### src/rtl/spi_regif_pkg.sv
// spi_regif_pkg: shared widths, frame geometry and FSM states for the SPI register interface
package spi_regif_pkg;
    localparam int ADDR_W    = 7;
    localparam int DATA_W    = 16;
    localparam int FRAME_LEN = 1 + ADDR_W + DATA_W;
    localparam int CMD_LEN   = 1 + ADDR_W;
    localparam int CNT_W     = 5;

    typedef enum logic [1:0] {
        ST_IDLE,
        ST_CMD,
        ST_DATA,
        ST_DONE
    } state_t;
endpackage

### src/rtl/spi_sync2.sv
// spi_sync2: two-flop synchroniser with a selectable reset level
module spi_sync2 #(
    parameter logic RST_VAL = 1'b0
) (
    input  logic clk,
    input  logic rst_n,
    input  logic d,
    output logic q
);
    logic meta;

    // two-stage capture of the asynchronous input
    always_ff @(posedge clk) begin
        if (!rst_n) {q, meta} <= {RST_VAL, RST_VAL};
        else        {q, meta} <= {meta, d};
    end
endmodule

### src/rtl/spi_slave_regif.sv
// spi_slave_regif: SPI mode-0 slave turning 24-bit frames into register read/write strobes
module spi_slave_regif
    import spi_regif_pkg::*;
(
    input  logic              CLK_IN,
    input  logic              RST_IN,
    input  logic              SPI_SCK,
    input  logic              SPI_MOSI,
    input  logic              SPI_NSS,
    output logic              SPI_MISO,
    output logic [ADDR_W-1:0] reg_addr,
    output logic [DATA_W-1:0] reg_wdata,
    output logic              reg_we,
    output logic              reg_re,
    input  logic [DATA_W-1:0] reg_rdata,
    output logic              busy,
    output logic              frame_err
);
    logic              sck_s, mosi_s, nss_s, sck_q, nss_q;
    logic              armed, rw, re_d;
    logic [1:0]        settle;
    logic [CNT_W-1:0]  cnt;
    logic [DATA_W-2:0] rx;
    logic [DATA_W-1:0] tx;
    state_t            state, state_next;
    logic              sck_rise, sck_fall, nss_rise, nss_fall;
    logic              shift, rise_cmd, rise_last, tx_shift;
    logic              re_next, we_next, err_next;

    spi_sync2 #(.RST_VAL(1'b0)) u_sync_sck  (.clk(CLK_IN), .rst_n(RST_IN), .d(SPI_SCK),  .q(sck_s));
    spi_sync2 #(.RST_VAL(1'b0)) u_sync_mosi (.clk(CLK_IN), .rst_n(RST_IN), .d(SPI_MOSI), .q(mosi_s));
    spi_sync2 #(.RST_VAL(1'b1)) u_sync_nss  (.clk(CLK_IN), .rst_n(RST_IN), .d(SPI_NSS),  .q(nss_s));

    assign busy = ~nss_s;

    // edge detection, next state and strobe decisions; a frame only starts once NSS was genuinely seen high
    always_comb begin
        sck_rise   = sck_s & ~sck_q;
        sck_fall   = ~sck_s & sck_q;
        nss_rise   = nss_s & ~nss_q;
        nss_fall   = ~nss_s & nss_q & armed;
        shift      = sck_rise & ~nss_s & (state == ST_CMD || state == ST_DATA);
        rise_cmd   = shift && cnt == CNT_W'(CMD_LEN - 1);
        rise_last  = shift && cnt == CNT_W'(FRAME_LEN - 1);
        tx_shift   = sck_fall & ~nss_s & rw & (state == ST_DATA);
        re_next    = rise_cmd & rx[CMD_LEN-2];
        we_next    = rise_last & ~rw;
        err_next   = nss_rise && (state == ST_CMD || state == ST_DATA) && cnt != '0;
        state_next = nss_s                          ? ST_IDLE :
                     state == ST_IDLE               ? (nss_fall ? ST_CMD : ST_IDLE) :
                     state == ST_CMD  && rise_cmd   ? ST_DATA :
                     state == ST_DATA && rise_last  ? ST_DONE : state;
    end

    // state register
    always_ff @(posedge CLK_IN) begin
        if (!RST_IN) state <= ST_IDLE;
        else         state <= state_next;
    end

    // shift registers, counter, strobes and serial output
    always_ff @(posedge CLK_IN) begin
        if (!RST_IN) begin
            sck_q     <= 1'b0;
            nss_q     <= 1'b1;
            settle    <= '0;
            armed     <= 1'b0;
            cnt       <= '0;
            rx        <= '0;
            tx        <= '0;
            rw        <= 1'b0;
            re_d      <= 1'b0;
            reg_re    <= 1'b0;
            reg_we    <= 1'b0;
            frame_err <= 1'b0;
            reg_addr  <= '0;
            reg_wdata <= '0;
            SPI_MISO  <= 1'b0;
        end else begin
            sck_q     <= sck_s;
            nss_q     <= nss_s;
            settle    <= {settle[0], 1'b1};
            armed     <= armed | (settle[1] & nss_s);
            reg_re    <= re_next;
            reg_we    <= we_next;
            frame_err <= err_next;
            re_d      <= reg_re;
            if (nss_fall) begin
                cnt <= '0;
                rx  <= '0;
            end else if (shift) begin
                cnt <= cnt + 1'b1;
                rx  <= {rx[DATA_W-3:0], mosi_s};
            end
            if (nss_fall)      tx <= '0;
            else if (re_d)     tx <= reg_rdata;
            else if (tx_shift) tx <= {tx[DATA_W-2:0], 1'b0};
            if (rise_cmd) begin
                rw       <= rx[CMD_LEN-2];
                reg_addr <= {rx[ADDR_W-2:0], mosi_s};
            end
            if (we_next) reg_wdata <= {rx, mosi_s};
            SPI_MISO <= (nss_s || state == ST_IDLE)     ? 1'b0 :
                        tx_shift                         ? tx[DATA_W-1] :
                        (sck_fall && state == ST_DONE)   ? 1'b0 : SPI_MISO;
        end
    end
endmodule
### config.mk
export PLATFORM = sky130hd
export DESIGN_NAME = spi_slave_regif
export DESIGN_NICKNAME = d
export VERILOG_FILES = /design/src/rtl/spi_regif_pkg.sv /design/src/rtl/spi_sync2.sv /design/src/rtl/spi_slave_regif.sv
export SDC_FILE = /design/constraint.sdc
export NUM_CORES = 1
export LEC_CHECK = 0
export CAP_MARGIN = 20
export CORE_ASPECT_RATIO = 1.2
export CORE_MARGIN = 5
export CORE_UTILIZATION = 48
export CTS_BUF_LIST = sky130_fd_sc_hd__clkbuf_16
export CTS_CLUSTER_SIZE = 25
export DETAILED_ROUTE_END_ITERATION = 7
export GPL_TIMING_DRIVEN = 0
export PLACE_DENSITY = 0.81
export SLEW_MARGIN = 5
export SYNTH_ARGS = -nofsm -noshare
export SYNTH_HDL_FRONTEND = slang
export SYNTH_SLANG_ARGS = --single-unit
### constraint.sdc
create_clock -name CLK_IN -period 1.7 [get_ports CLK_IN]
set_input_delay 0.34 -clock CLK_IN [delete_from_list [all_inputs] [get_ports CLK_IN]]
set_output_delay 0.34 -clock CLK_IN [all_outputs]
set_load 0.02 [all_outputs]
==> qor.yml, run 1 <==
p_seq_frac: 0.484
hold_violations: 0
io_buffers: 48
die_h_microns: 101
worstPathArrival_ps: 1930
vias: 2826
status: "completed"
grt_pass1_vias: 2794
syn2layout_area_growth_pct: 29.9
cts.sinks: 78
critical_path_class: "register to register"
slew_headroom: 0.673
switching_share: 0.206
grt_start_max_net_pins: 14
fin_nets: 465
rsz0062_at_grt: "true"
clock_latency_ps: 330
postCtsHoldBufs: 0
internal_power_uw: 3030
skew_ps: 6.18
ys_seq_elements: 78
synthArstFlopShare: 0
max-cap-violations: 0
finalWirelength_microns: 7950
fin_ws_ps: 23.7
dp_hpwl_microns: 5230
drc: 0
avgSynthCellArea_sq_um: 8.79
post-route-period-util: 0.986
min_path_type: "register to register"
num_rows: 33
drive_above_1_share: 0.104
startpoint_type: "register"
grt_antenna_before_repair: 0
io_pins: 49
p_clk_frac: 0.486
initial_core_util: 0.487
netlist_area_sq_mm: 0.00328
first_iter_violations: 158
core-area_sq_mm: 0.00673
die-area_sq_mm: 0.00859
synth_cells: 373
vdd_ir_drop_max_uv: 569
grt_pass1_wl_microns: 12900
ant_nets: 0
viasPerCell: 5.33
finalSetupViolCount: 0
pre_cts_slack_ps: -365
synth_nets: 400
wire_per_inst_microns: 15.0
antenna_cells: 0
cts-root-buf: "clkbuf_16"
clk_pin_slew_ps: 60
slew_viol_final: 0
period_needed_ps: 1680
power_uw: 3810
endpoint_kind: "register"
p_switching_uw: 786
seq_area_frac_synth: 0.476
grt.overflow.total: 0
gp_congestion: 0.847
grt_usage: 0.188
max_freq_ghz: 0.597
fp.dieW_microns: 85.4
combPwrFrac: 0.030
worst_slew_pin_slew_ps: 491
cts_max_level: 3
crit_required_ps: 1950
leakagePower_uw: 0.00151
final_util: 0.633
p_per_area_mw_per_mm2: 896
synth_edf_count: 0
ys.flop_type: "dfxtp_1"
first_pass_iters: 5
synth_cell_types: 36
cts_tree: "done"
clock_path_buffers: 2
critPathMaxFanout: 5
yosysWarnings: 0
cts_buffers: 9
==> path summary, 6_finish.rpt <==
check / startpoint / endpoint / slack, ps / depth (start not counted)
setup / recovery: cnt[0]$_SDFFE_PP0P_ / reg_wdata[14]$_SDFFE_PN0P_ / 20 / 6
hold / removal: u_sync_nss.meta$_SDFF_PN1_ / u_sync_nss.q$_SDFF_PN1_ / 410 / 1
setup reg to reg: cnt[0]$_SDFFE_PP0P_ / reg_wdata[14]$_SDFFE_PN0P_ / 20 / 6
hold reg to reg: u_sync_nss.meta$_SDFF_PN1_ / u_sync_nss.q$_SDFF_PN1_ / 410 / 1
==> cells by family after synthesis <==
kind of cell / Yosys count / share of synthesized area
simple gates: 175 / 0.282
flops: 78 / 0.476
compound gates: 62 / 0.118
buf+inv: 36 / 0.0519
mux: 16 / 0.0489
fa+ha+maj: 6 / 0.0229
==> synth_stat cells (2+ instances only) <==
library cell	n	area, sq um
or3_1	3	18.8
ha_1	6	75.1
buf_2	9	45.0
dfxtp_1	78	1560
nand3_1	13	65.1
nand2b_1	5	31.3
o21ai_0	11	55.1
a21oi_1	23	115
a21boi_0	23	173
nor2b_1	15	93.8
nand2_1	71	267
nor4_1	14	87.6
nor2_1	16	60.1
clkbuf_1	14	52.6
buf_1	3	11.3
nor3_1	4	20.0
and2_1	8	50.1
nand3b_1	2	15.0
inv_1	8	30.0
mux2i_1	16	160
and3_1	16	100
==> power by group through the flow <==
stage	combinational (uW)	sequential [uW]	clock [uW]
2_1_floorplan	47.0	1890	0
3_3_place_gp	111	1890	0
3_5_place_dp	113	1890	0
4_1_cts	114	1850	1870
5_1_grt	123	1850	1970
6_report	114	1850	1850
==> cell type report <==
type | count | area (sq um)
plain buffers | 27 | 149
clock buffers | 9 | 225
clock inverters | 7 | 65.1
fillers | 572 | 2470
inverters | 8 | 30.0
multi-input cells | 259 | 1560
flip-flops and latches | 78 | 1560
well taps | 87 | 109
repair buffers | 55 | 553
==> routing by layer <==
metal / vias up / wire, microns / GRT usage
met5: - / 0 / 0
met4: 0 / 82 / 0.0853
met3: 8 / 316 / 0.0392
met2: 55 / 4100 / 0.324
met1: 1360 / 3450 / 0.224
li1: 1403 / - / -
==> what timing repair did <==
action	in CTS	in global routing
gates cloned	0	1
buffers inserted	5	1
pin swaps	1	0
setup endpoints to repair	41	45
gates resized for setup	5	14
==> stage by stage <==
stage / TNS [ps] / instance area, sq um / hold WS [ps] / cells
floorplan: 0 / 3290 / 368 / 373
global placement: -7550 / 3880 / 390 / 508
detailed placement: -9150 / 3880 / 397 / 508
CTS: 0 / 4210 / 413 / 529
global route: -650 / 4260 / 423 / 530
finish: 0 / 4260 / 408 / 530
==> critical path, cell delays in order, from the launching register on <==
cell and delay (ps):
dfxtp_1 390, ha_2 250, nand3b_1 160, nor4b_4 300, buf_6 170, buf_12 120
mux2i_1 200
==> cells in the final DEF (no fill, tap or decap), drive strengths merged, types with 2 or more instances in the layout <==
cell type	netlist	layout
o21ai	11	11
buf	14	18
inv	8	10
and4bb	2	2
clkinv	0	4
nand4bb	2	2
mux2i	16	16
dfxtp	78	78
clkdlybuf4s50	0	47
clkbuf	14	25
nor2b	15	15
a21boi	23	23
nor3	4	4
and2	8	8
ha	6	6
nor2	16	16
and3	16	16
nand3	13	13
a21oi	23	23
nor4	14	14
nand3b	2	2
or3	3	3
nand2	71	71
nor4b	2	2
nand2b	5	5
==> registers in the layout, indices dropped and copies added (netlist names), 2 cells and up <==
register,cells
reg_wdata,16
tx,16
rx,15
reg_addr,7
cnt,5
settle,2
state,2
Note: power is estimated with default switching activity, not from simulation.
==> run 2: changes to the inputs <==
- ABC_CLOCK_PERIOD_IN_PS: not set -> 1700
- CAP_MARGIN: 20 -> not set
==> results of run 2 <==
The final DEF is identical to that of run 1; final timing and power are the same.
